### config.mk
export PLATFORM = sky130hd
export DESIGN_NAME = plab4_net_router_output_terminal_ctrl_tp
export DESIGN_NICKNAME = d
export VERILOG_FILES = /design/src/rtl/plab4_net_router_output_terminal_ctrl_tp.sv
export SDC_FILE = /design/constraint.sdc
export NUM_CORES = 1
export LEC_CHECK = 0
export ABC_AREA = 1
export CORE_MARGIN = 3
export CORE_UTILIZATION = 40
export DETAILED_ROUTE_END_ITERATION = 8
export GPL_TIMING_DRIVEN = 0
export PLACE_DENSITY_LB_ADDON = 0.3
export SLEW_MARGIN = 15
export SYNTH_ARGS = -nofsm -noshare
export SYNTH_HDL_FRONTEND = slang
export SYNTH_SLANG_ARGS = --single-unit
export TNS_END_PERCENT = 10
### constraint.sdc
create_clock -name clk -period 1.9 [get_ports clk]
set_input_delay 0.38 -clock clk [delete_from_list [all_inputs] [get_ports clk]]
set_output_delay 0.38 -clock clk [all_outputs]
set_load 0.02 [all_outputs]
### src/rtl/plab4_net_router_output_terminal_ctrl_tp.sv
// Terminal-port output control with time-slot domain isolation: round-robin
// grant among west/terminal/east, restricted to the domain owning the slot.
module plab4_net_router_output_terminal_ctrl_tp #(
  parameter int p_slot_len = 4,
  parameter int p_guard    = 1
) (
  input  logic       clk,
  input  logic       reset,
  input  logic [2:0] reqs,
  input  logic [2:0] req_domain,
  input  logic       out_rdy,
  output logic [2:0] grants,
  output logic       out_val,
  output logic [1:0] sel,
  output logic       domain0,
  output logic       domain1
);

  localparam int CW = (p_slot_len > 2) ? $clog2(p_slot_len) : 1;
  localparam logic [CW-1:0] SLOT_LAST = CW'(p_slot_len - 1);
  localparam int GUARD_START = p_slot_len - p_guard;

  logic [CW-1:0] slot_cnt_q, slot_cnt_d;
  logic          cur_dom_q, cur_dom_d;
  logic [2:0]    rr_ptr_q, rr_ptr_d;

  logic          guard_s;
  logic [2:0]    elig_s;
  logic [2:0]    grants_s;
  logic [1:0]    sel_s;
  logic [1:0]    start_s;

  // Slot timing runs free of traffic: counter wraps and hands the slot over.
  always_comb begin
    slot_cnt_d = slot_cnt_q;
    cur_dom_d  = cur_dom_q;
    if (slot_cnt_q == SLOT_LAST) begin
      slot_cnt_d = '0;
      cur_dom_d  = ~cur_dom_q;
    end else begin
      slot_cnt_d = slot_cnt_q + CW'(1);
    end
  end

  // Only same-domain requests outside the guard window may compete.
  always_comb begin
    guard_s = (int'(slot_cnt_q) >= GUARD_START);
    for (int i = 0; i < 3; i++) begin
      elig_s[i] = reqs[i] & (req_domain[i] == cur_dom_q) & out_rdy & ~guard_s;
    end
  end

  // Priority start position decoded from the one-hot pointer.
  always_comb begin
    case (rr_ptr_q)
      3'b001:  start_s = 2'd0;
      3'b010:  start_s = 2'd1;
      3'b100:  start_s = 2'd2;
      default: start_s = 2'd0;
    endcase
  end

  // Round-robin search starting at the pointer, wrapping 2 -> 0.
  always_comb begin
    logic found;
    int   idx;
    grants_s = 3'b000;
    sel_s    = 2'd0;
    found    = 1'b0;
    for (int k = 0; k < 3; k++) begin
      idx = (int'(start_s) + k) % 3;
      if (!found && elig_s[idx]) begin
        grants_s[idx] = 1'b1;
        sel_s         = 2'(idx);
        found         = 1'b1;
      end else begin
        found = found;
      end
    end
  end

  // Pointer moves just past the winner; holds when nobody is granted.
  always_comb begin
    if (|grants_s) begin
      rr_ptr_d = {grants_s[1:0], grants_s[2]};
    end else begin
      rr_ptr_d = rr_ptr_q;
    end
  end

  // State registers with synchronous reset.
  always_ff @(posedge clk) begin
    if (reset) begin
      slot_cnt_q <= '0;
      cur_dom_q  <= 1'b0;
      rr_ptr_q   <= 3'b001;
    end else begin
      slot_cnt_q <= slot_cnt_d;
      cur_dom_q  <= cur_dom_d;
      rr_ptr_q   <= rr_ptr_d;
    end
  end

  assign grants  = grants_s;
  assign out_val = |grants_s;
  assign sel     = sel_s;
  assign domain0 = ~cur_dom_q;
  assign domain1 = cur_dom_q;

endmodule

==> summary.md, run 1 <==
| Metric | Value |
|---|---|
| Post-DP HPWL | 1010 um |
| RSZ-0062 raised after global routing | true |
| GRT overflow | 0 |
| TritonCTS Buffers | 3 |
| IO Port Bufs | 16 |
| Slew headroom | 85.8% |
| Commonest cells after routing, fill and taps aside | 16 x nand2_2, 11 x nand2_1, 9 x inv_2, 9 x inv_1, 9 x nand2_4 |
| CTS tree | yes |
| Crit path kind | in2out |
| Chip Width | 45.5 um |
| Failing checks | negative setup slack |
| DRT iter0 DRCs | 14 |
| CTS Hold Bufs | 0 |
| CTS Root Cell | clkbuf_4 |
| RePlAce Congestion | 0.867 |
| Largest net degree at the start of global routing | 8 |
| Nature of the critical path endpoint | primary output |
| Area of the multi-input gates | 512 um^2 |
| RR Startpoint | slot_cnt_q[0] |
| Outcome | finished with violations |
| Setup crit start kind | primary input |
| Share of layout cells above drive strength 1 | 60.7% |
| Fmax | 440 MHz |
| Row cnt | 13 |
| Final Util | 70.0% |
| Final hold violation count | 0 |
| # Max-Cap Violations | 0 |
| Tightest Hold Check Type | reg2reg |
| Area leader, netlist | dfxtp_1 |
| Critical Path Most Common Cell | nand2_2 |
| Drt drc | 0 |
| Netlist cell types | 19 |
| Vias in the first global route | 570 |
| Routed WL | 1400 um |
| # clock sinks | 6 |
| Post-Syn Area | 623 um^2 |
| Worst R2R End | rr_ptr_q[1] |
| Flop2flop setup slack | 0.08 ns |
| Initial antenna violation count | 0 |
| Diode count | 0 |
| Fin. max-slew vios | 0 |
| GRT Total Usage | 15.1% |
| Final period utilization | 120% |
| Startpoint of the worst hold path | slot_cnt_q[0] |
| Area contributors post-synth | dfxtp_1 19%, nand2_2 15%, nand2_4 13% |
| Crit Path Max Fanout | 7 |
| Commonest non-fill, non-tap cell in the layout | nand2_2 |
| Max stage delay on crit path | 0.49 ns |
| Die Y | 45.5 um |
| CP endpoint | out_val |
| Clock Skews | 0.000519 ns |
| Critical path's slowest cell | clkdlybuf4s50_1 |
| Pwr dens | 764 nW/um^2 |
| Ys Warns | 0 |
| Min cycle time layout | 2.27 ns |
| Final #Nets | 129 |
| Synth top area share | 19.3% |
| First-pass GRT wire length | 2280 um |
| Area growth from synthesis to final layout | 55.2% |
| CP Launch Point | reqs[0] |
| IO Pins | 17 |
| CTS HTree Levels | 1 |
| Via-to-Cell Ratio | 4.64 |
| Max Buffers Root-to-Sink | 2 |
| Crit path buf inv count | 3 |
| Total die area | 2070 um^2 |
| CP delay by family, top | simple AND/OR/NAND/NOR gates |
| Post-Layout Cell Count | 132 |
| WL/cell | 10.6 um |
| Post-Synthesis Cells | 92 |
| DR pass1 iterations | 3 |
| Synth Register Bits | 6 |
| Initial Util | 45.1% |
| Syn_nets | 102 |
| P_leak | 0.479 nW |
| Setup WS pre-CTS | -0.953 ns |
| Critical path depth | 13 |
| Fillers | 127 |
| Latest clock arrival within the worst-skew pair | 0.24 ns |
| Clock-pin slew on the worst setup and hold paths | 0.04 ns |
| Cells along the critical path | clkdlybuf4s50_1 > inv_2 > nor2_4 > nand2_4 > nand2_2 > nand3_4 > nand2_2 > nand2_2 > nand2_2 > nand2_4 > nor2_4 > nand2_4 > buf_6 |
| FF/Latch Area | 124 um^2 |
| Data arrival time of the worst path | 1.89 ns |
| VDD IR-drop max | 0.488 mV |
| ANT nets after route | 0 |
| Worst R2R Path Depth | 15 |
| # setup viols final | 6 |
| Syn_area_per_cell | 6.77 um^2 |
| Core ar. | 1380 um^2 |
| Placed cells | 123 |
| Worst-Margin Slew | 0.212 ns |
| Final worst slack | -0.372 ns |
| Sequential element share of the synthesized area | 19.3% |
| Worst Path Required | 1.52 ns |
| Total number of vias | 612 |
## synth_stat cells, drive strengths merged
master and number:
nand2 37, inv 19, nor2 10, nand3 9, dfxtp 6, a21oi 4, nand4 2, clkinv 1
ha 1, nor3 1, nor3b 1, o22ai 1
## area by class of cell
cell class | count | share of cell area, %
multi-input cells | 66 | 52.9
repair buffers | 22 | 21.9
flip-flops and latches | 6 | 12.8
inverters | 20 | 8.15
clock buffers | 3 | 2.33
well taps | 15 | 1.94
## registers in the layout, indices dropped and copies added, names as in the netlist
| signal | count |
|---|---|
| domain1 | 1 |
| rr_ptr_q | 3 |
| slot_cnt_q | 2 |
## how the worst min path moves through the flow
stage | endpoint | slack, ns | depth (start not counted)
floorplan | slot_cnt_q[0] | 0.40 | 1
global placement | slot_cnt_q[0] | 0.42 | 1
detailed placement | slot_cnt_q[0] | 0.43 | 1
CTS | slot_cnt_q[0] | 0.43 | 1
global route | slot_cnt_q[0] | 0.46 | 1
finish | slot_cnt_q[0] | 0.44 | 1
## metrics by stage
stage | hold slack (ns) | TNS (ns) | power (mW) | area, um^2
6_report | 0.442 | -1.88 | 0.739 | 967
2_1_floorplan | 0.405 | 0 | 0.426 | 639
3_3_place_gp | 0.418 | -5.69 | 0.539 | 818
4_1_cts | 0.428 | -1.79 | 0.725 | 908
5_1_grt | 0.457 | -2.62 | 0.798 | 967
3_5_place_dp | 0.426 | -5.88 | 0.548 | 818
## report_power, final
part	leakage [nW]	total (mW)	switching, mW	internal, mW
logic	0.415	0.456	0.250	0.206
clock network	0.0138	0.112	0.0410	0.0711
registers	0.0504	0.171	0.0199	0.151
## logic make-up (layout without fill, tap and decap cells)
family / Yosys count / in the layout / synth area share [%]
buffers and inverters: 20 / 45 / 12.0
adders and majority gates: 1 / 1 / 2.01
and+or+nand+nor: 60 / 60 / 62.4
AOI/OAI and AO/OA: 5 / 5 / 4.22
DFF: 6 / 6 / 19.3
## routing by layer
| metal | vias to the layer above | global-route usage [%] | wire (um) |
|---|---|---|---|
| li1 | 332 | - | - |
| met2 | 3 | 26.2 | 802 |
| met4 | 0 | 8.77 | 6 |
| met3 | 2 | 2.77 | 17 |
| met1 | 275 | 16.8 | 575 |
| met5 | - | 0 | 0 |
## repair_timing
action                                  in CTS  in global routing
pin swaps                                   13                 12
endpoints found under the setup margin       6                  9
buffers inserted                             4                  2
gates resized for setup                     51                 12
No activity file was read; power rests on OpenSTA's default activity.
==> run 2, diff against run 1 <==
HOLD_SLACK_MARGIN = 0.03   (was not set)
==> results of run 2 <==
The final DEF is identical to that of run 1; final timing and power are the same.
==> run 3, diff against run 2 <==
TNS_END_PERCENT = 100   (was 10)
clock period = 2.9 ns   (was 1.9 ns; I/O delays follow)
==> run 3 against run 2 <==
Against the previous run:
- the flow now finishes without violations
- hold slack worse by 0.0071 ns
- final cell count is 4.5% lower
- routed wire length fell by 17%
- global-route usage is 2.3 points lower
- non-clock buffer count fell by 6
- setup slack improved by 0.50 ns
- power fell by 46%
- largest cell class unchanged
- largest power group unchanged
==> summary.md, run 3 (same netlist as run 1, synthesis figures left out) <==
| Metric | Value |
|---|---|
| Core ar. | 1380 um^2 |
| Tightest Hold Check Type | reg2reg |
| Outcome | complete, no violations |
| Max Buffers Root-to-Sink | 2 |
| Final hold violation count | 0 |
| Drt drc | 0 |
| Critical Path Most Common Cell | nand2_2 |
| Data arrival time of the worst path | 2.20 ns |
| Crit path buf inv count | 2 |
| Pwr dens | 493 nW/um^2 |
| Switching share of power | 43.9% |
| Combinational power share | 54.8% |
| CP endpoint | out_val |
| Placed cells | 123 |
| Area growth from synthesis to final layout | 30.9% |
| CTS tree | yes |
| Setup bufs post-CTS | 0 |
| Clock Skews | 0.00148 ns |
| Worst R2R Path Depth | 14 |
| DRT iter0 DRCs | 9 |
| Cells along the critical path | clkdlybuf4s50_1 > nand2_4 > nor2_2 > nand2_2 > nand2_2 > nand3_4 > nand2_2 > nand2_2 > nand2_2 > nand2_4 > nor2_4 > nand2_1 > buf_2 |
| Initial antenna violation count | 0 |
| Clock-pin slew on the worst setup and hold paths | 0.04 ns |
| Max stage delay on crit path | 0.50 ns |
| Chip Width | 45.5 um |
| Internal power | 0.226 mW |
| Diode count | 0 |
| Share of layout cells above drive strength 1 | 43.2% |
| Post-Layout Cell Count | 126 |
| Latest clock arrival within the worst-skew pair | 0.24 ns |
| Grt met2 use | 20.3% |
| CTS HTree Levels | 1 |
| Setup WS pre-CTS | -0.343 ns |
| Routed WL | 1160 um |
| Final worst slack | 0.125 ns |
| Die Y | 45.5 um |
| Worst Path Required | 2.32 ns |
| # setup viols final | 0 |
| Commonest cells after routing, fill and taps aside | 15 x nand2_2, 15 x nand2_1, 13 x inv_1 |
| Final #Nets | 123 |
| Vias in the first global route | 516 |
| # clock sinks | 6 |
| Total number of vias | 589 |
| RePlAce Congestion | 0.866 |
| CP Launch Point | out_rdy |
| GRT Total Usage | 12.7% |
| Row cnt | 13 |
| Setup crit start kind | primary input |
| TritonCTS Buffers | 3 |
| Min cycle time layout | 2.78 ns |
| Worst R2R End | rr_ptr_q[2] |
| Met1 Use GR | 15.9% |
| Largest Register | rr_ptr_q |
| Post-DP HPWL | 980 um |
| Largest register FFs | 3 |
| VDD IR-drop max | 0.326 mV |
| RSZ-0062 raised after global routing | true |
| ANT nets after route | 0 |
| Clock Power Share | 18.4% |
| Slew headroom | 85.4% |
| CP delay by family, top | simple AND/OR/NAND/NOR gates |
| IO Pins | 17 |
| Flop2flop setup slack | 1.09 ns |
| First-pass GRT wire length | 1940 um |
| Total die area | 2070 um^2 |
| Switching power | 0.177 mW |
| Initial Util | 45.1% |
| WL/cell | 9.24 um |
| Worst-Margin Slew | 0.218 ns |
| IO Port Bufs | 16 |
| Seq pwr share | 26.9% |
| Final period utilization | 95.7% |
| Fin. max-slew vios | 0 |
| Nature of the critical path endpoint | primary output |
| Met3 Use GR | 1.19% |
| Critical path's slowest cell | clkdlybuf4s50_1 |
| CTS Root Cell | clkbuf_4 |
| # Max-Cap Violations | 0 |
| Critical path depth | 13 |
| Largest net degree at the start of global routing | 8 |
| Most Crowded Layer GR | met2 |
| P_leak | 0.420 nW |
| DR pass1 iterations | 5 |
| RR Startpoint | slot_cnt_q[0] |
| Final Util | 59.0% |
| Fmax | 360 MHz |
| Via-to-Cell Ratio | 4.67 |
| Crit path kind | in2out |
| GRT overflow | 0 |
| Crit Path Max Fanout | 7 |
## run 3: cell count changes in the layout (fill, tap and decap cells not counted), sizes merged
cell           delta
dlymetal6s2s      -1
clkbuf            +3
dlygate4sd2       -3
clkdlybuf4s50     +4
buf              -10
clkdlybuf4s15     +1
## run 3: how the worst min path moves through the flow
stage | startpoint | to | slack [ns] | depth (start not counted)
after floorplan | slot_cnt_q[0] | slot_cnt_q[0] | 0.40 | 1
after global placement | slot_cnt_q[0] | slot_cnt_q[0] | 0.41 | 1
after detailed placement | slot_cnt_q[0] | slot_cnt_q[0] | 0.43 | 1
after CTS | slot_cnt_q[0] | slot_cnt_q[0] | 0.43 | 1
after global routing | slot_cnt_q[0] | slot_cnt_q[0] | 0.45 | 1
final | slot_cnt_q[0] | slot_cnt_q[0] | 0.43 | 1
## run 3: power by group through the flow
stage / clock network, mW / logic [mW] / registers (mW)
3_5_place_dp: 0 / 0.238 / 0.110
4_1_cts: 0.0785 / 0.227 / 0.108
3_3_place_gp: 0 / 0.233 / 0.109
5_1_grt: 0.0811 / 0.245 / 0.109
2_1_floorplan: 0 / 0.159 / 0.109
6_report: 0.0739 / 0.220 / 0.108
## run 3: repair_timing
action / 4_1_cts / 5_1_grt
endpoints found under the setup margin: 6 / 6
pin swaps: 0 / 1
hold buffers: 0 / 0
resized for setup: 11 / 12
## run 3: area by class of cell
type | instances | area [um^2]
fillers | 145 | 567
multi-input cells | 66 | 444
repair buffers | 16 | 135
flip-flops and latches | 6 | 120
inverters | 20 | 75.1
clock buffers | 3 | 22.5
well taps | 15 | 18.8
## run 3: per-layer routing
metal | vias to the layer above | share of wire, %
met3 | 0 | 2.4
li1 | 321 | -
met4 | 0 | 0
met2 | 7 | 52
met5 | - | 0
met1 | 261 | 45
## run 3: through the flow
step	hold slack [ns]	cell area [um^2]	power [mW]	TNS [ns]
floorplan	0.400	623	0.268	0
global placement	0.413	802	0.342	-1.45
detailed placement	0.427	802	0.347	-1.58
CTS	0.433	823	0.414	0
global route	0.451	816	0.436	-0.0413
finish	0.435	816	0.403	0
==> RTL edit 1, RTL diff (config.mk and constraints of run 2) <==
Change the parameter `p_slot_len` from 4 to 2.
--- a/src/rtl/plab4_net_router_output_terminal_ctrl_tp.sv
+++ b/src/rtl/plab4_net_router_output_terminal_ctrl_tp.sv
@@ -3,3 +3,3 @@
 module plab4_net_router_output_terminal_ctrl_tp #(
-  parameter int p_slot_len = 4,
+  parameter int p_slot_len = 2,
   parameter int p_guard    = 1
Behaviour: not the same (a bounded check fails within 4 cycles, from zero or initial values and one cycle with reset high).
==> RTL edit 1 against run 2 <==
The run still ends with negative setup slack left; sequential cell count is 1 lower; total power is 27% lower; routed wire length is 13% higher; clock skew hardly changed; synthesized cell count is 3.3% lower; design area is 0.52% lower; worst setup slack better by 0.16 ns; critical path depth is 1 higher; sequential share of layout area is 1.2 points lower; area after synthesis is 16% lower; sequential power is 20% lower; count of clock-buffer cells in the layout is 1 higher; critical endpoint unchanged; largest power group unchanged; highest routed layer unchanged.
==> RTL edit 1: results (changes against run 2) <==
Status: finished, violations left (unchanged)
Failing checks: negative setup slack (unchanged)
Worst reg2reg path startpoint: slot_cnt_q (was slot_cnt_q[0])
Number of library cell types mapped by synthesis: 16 (was 19)
Port buffer count: 16 (unchanged)
Syn nets: 98 (was 102)
Final Setup Violations: 6 (unchanged)
Fin nets: 132 (was 129)
Peak VDD IR: 0.478 mV (was 0.488 mV)
Synth Instances: 89 (was 92)
Number of global-route vias before repair: 599 (was 570)
Static leakage: 0.501 nW (was 0.479 nW)
Vias: 647 (was 612)
Wire per inst: 11.7 um (was 10.6 um)
Worst path max stage delay: 0.24 ns (was 0.49 ns)
Clk. pwr: 0.000119 W (was 0.000112 W)
Asr flop ratio synth: 0% (unchanged)
R2R cell count: 14 (was 15)
Part of the power in registers: 25.3% (was 23.1%)
Synth cell count leaders: nand2_1 (20), inv_1 (15), nand2_2 (13) (was nand2_1 (15), nand2_2 (15), inv_1 (13))
Setup crit start: req_domain[1] (was reqs[0])
Number of DRC markers in iteration 0: 10 (was 14)
Cells after DPL: 119 (was 123)
Post-DP HPWL: 946 um (was 1.01 mm)
Synth Area in Compound Gates: 5.97% (was 4.22%)
CP max-delay cell: dlygate4sd2_1 (was clkdlybuf4s50_1)
Worst hold slack: 0.433 ns (was 0.442 ns)
Clock Skew: 0.000249 ns (was 0.000519 ns)
Max reg flops: 3 (unchanged)
Setup TNS: -0.875 ns (was -1.88 ns)
# H-tree levels: 1 (unchanged)
Leading post-synthesis cells by cell area: dfxtp_1 (19%), nand2_2 (16%), nand2_1 (14%) (was dfxtp_1 (19%), nand2_2 (15%), nand2_4 (13%))
RePlAce Congestion: 0.759 (was 0.867)
Drt total wl: 1.59 mm (was 1.40 mm)
Synth Area in Adders: 0% (was 2.01%)
Ratio of cells with drive above 1 in the final layout: 59.8% (was 60.7%)
Sw frac: 40.2% (was 42.1%)
Hold path start: slot_cnt_q (was slot_cnt_q[0])
Initial DRT Pass Iterations: 5 (was 3)
Pre-CTS setup slack: -0.922 ns (was -0.953 ns)
Hold endpoint: slot_cnt_q (was slot_cnt_q[0])
Placed Area: 703 um2 (was 818 um2)
GRT Util Overall: 16.9% (was 15.1%)
Synth Flop Type: dfxtp_1 (unchanged)
R2R setup slack: 0.21 ns (was 0.08 ns)
Final Worst Setup Slack: -0.209 ns (was -0.372 ns)
Post-CTS setup repair buffer count: 8 (was 4)
Clk network pwr share: 22.0% (was 15.2%)
Arr. time, crit path: 1.73 ns (was 1.89 ns)
[RTL edit 1: cell count changes after synthesis, moves of 2 or more]
cell / delta
inv_1: +2
nor2_4: -2
nand2_2: -2
nand2_1: +5
nand2_4: -5
nor2_1: +3
[RTL edit 1: cell families (layout without fill, tap and decap cells)]
family	Yosys count	in the layout
compound gates	6	6
buf+inv	21	54
flops	5	5
simple gates	57	57
[RTL edit 1: layer usage]
metal  GRT usage (%)  part of all wire (%)  vias to the layer above
met2            31.6                    59                       13
met3           0.429                   1.8                        2
met4            8.07                   1.1                        0
met5               0                     0                        -
li1                -                     -                      335
met1            19.2                    38                      297
[RTL edit 1: cell type report]
class / instances / area, um2
inverters: 21 / 88.8
repair buffers: 29 / 240
fillers: 74 / 209
multi-input cells: 63 / 478
clock buffers: 4 / 26.3
flip-flops and latches: 5 / 111
well taps: 14 / 17.5
==> RTL edit 2, RTL diff (config.mk and constraints of run 2) <==
Made on the original files. Reset style: asynchronous (`reset`), changed in one clocked block. Comments in the files are not updated.
--- a/src/rtl/plab4_net_router_output_terminal_ctrl_tp.sv
+++ b/src/rtl/plab4_net_router_output_terminal_ctrl_tp.sv
@@ -91,3 +91,3 @@
   // State registers with synchronous reset.
-  always_ff @(posedge clk) begin
+  always_ff @(posedge clk or posedge reset) begin
     if (reset) begin
Check against the original RTL: differs if reset is asserted again (counterexample within 4 cycles, from zero or initial values and one cycle with reset high); with reset held inactive, the same outputs for 4 cycles.
==> RTL edit 2 against run 2 <==
The run still ends with negative setup slack left; first-iteration DRC count shrank 43%; sequential cell count is the same; synthesized cell count unchanged; non-clock buffer count stayed put; utilization decreased by 2.0 points; design area down 4.0%; worst setup slack got worse by 0.054 ns; routed wire length down 5.1%; area after synthesis down 2.2%; final cell count grew 0.76%.
Power is not compared: it rests on default switching activity, and its combinational part moved more than twofold at a synthesized area within 25%.
==> RTL edit 2: results (changes against run 2) <==
Met2 track demand over resource: 26.8% (was 26.2%)
Worst path max stage delay: 0.40 ns (was 0.49 ns)
Root buf cell: clkbuf_4 (unchanged)
Initial DRT Pass Iterations: 4 (was 3)
Post_cts resized: 33 (was 51)
Startpoint Class: flip-flop (was primary input)
First-pass GRT wire length: 2.28 mm (unchanged)
Pre-CTS setup slack: -0.891 ns (was -0.953 ns)
Post-DP HPWL: 982 um (was 1.01 mm)
Failing checks: negative setup slack (unchanged)
Final Setup Violations: 6 (unchanged)
Met3 Use GR: 2.39% (was 2.77%)
Wire per inst: 10.0 um (was 10.6 um)
Clock Skew: 0.000868 ns (was 0.000519 ns)
Number of DRC markers in iteration 0: 8 (was 14)
CP max-delay cell: dfrtp_1 (was clkdlybuf4s50_1)
Length of routed met3 wiring: 42 um (was 17 um)
Placed Area: 807 um2 (was 818 um2)
Crit Path Max Fanout: 4 (was 7)
R2R setup slack: 0 ns (was 0.08 ns)
DRT met1 WL: 557 um (was 575 um)
GRT Util Overall: 14.7% (was 15.1%)
Vias: 615 (was 612)
Worst hold slack: 0.350 ns (was 0.442 ns)
Utilization after layout: 67.9% (was 70.0%)
Met2 WL post-DR: 732 um (was 802 um)
Asr flop ratio synth: 100% (was 0%)
Post-CTS setup repair buffer count: 5 (was 4)
Worst hold path type: in -> async (was reg -> reg)
GR met1 Demand/Resource: 17.8% (was 16.8%)
Synth cell count leaders: nand2_1 (30), inv_1 (13), nand2_2 (8) (was nand2_1 (15), nand2_2 (15), inv_1 (13))
Setup TNS: -2.20 ns (was -1.88 ns)
Final Worst Setup Slack: -0.426 ns (was -0.372 ns)
R2R cell count: 14 (was 15)
Highest metal used: met3 (was met4)
Cell taking the most area after synthesis: dfrtp_1 (was dfxtp_1)
Status: finished, violations left (unchanged)
Worst reg2reg path startpoint: slot_cnt_q[0] (unchanged)
Reg-to-reg endpoint: rr_ptr_q[1] (unchanged)
Syn nets: 102 (unchanged)
Post-synthesis sequential area ratio: 24.8% (was 19.3%)
Number of global-route vias before repair: 606 (was 570)
Leading post-synthesis cells by cell area: dfrtp_1 (21%), nand2_1 (18%), nand2_2 (8.2%) (was dfxtp_1 (19%), nand2_2 (15%), nand2_4 (13%))
Sw frac: 52.8%
RTL edit 2: area by class of cell:
class | instances | share of cell area (%)
inverter | 20 | 8.09
clock buffer | 4 | 2.83
timing repair buffer | 22 | 20.5
tap | 15 | 2.02
sequential | 6 | 16.4
multi-input combinational | 66 | 50.1
RTL edit 2: how the worst min path moves through the flow:
stage	from	to	cells past startpoint
after floorplan	reset	rr_ptr_q[1]	1
after global placement	slot_cnt_q[0]	slot_cnt_q[0]	1
after detailed placement	slot_cnt_q[0]	slot_cnt_q[0]	1
after CTS	reset	rr_ptr_q[1]	2
after global routing	reset	slot_cnt_q[1]	2
final	reset	domain1	2
RTL edit 2: logic make-up (layout without fill, tap and decap cells):
family	Yosys count	in the layout	share of synthesized area, %
adder cells (fa/ha/maj)	1	1	2.05
buffers and inverters	20	46	12.3
XOR/XNOR	1	1	1.44
flip-flops	6	6	24.8
AO/OA/AOI/OAI	3	3	4.11
AND/OR/NAND/NOR	61	61	55.2
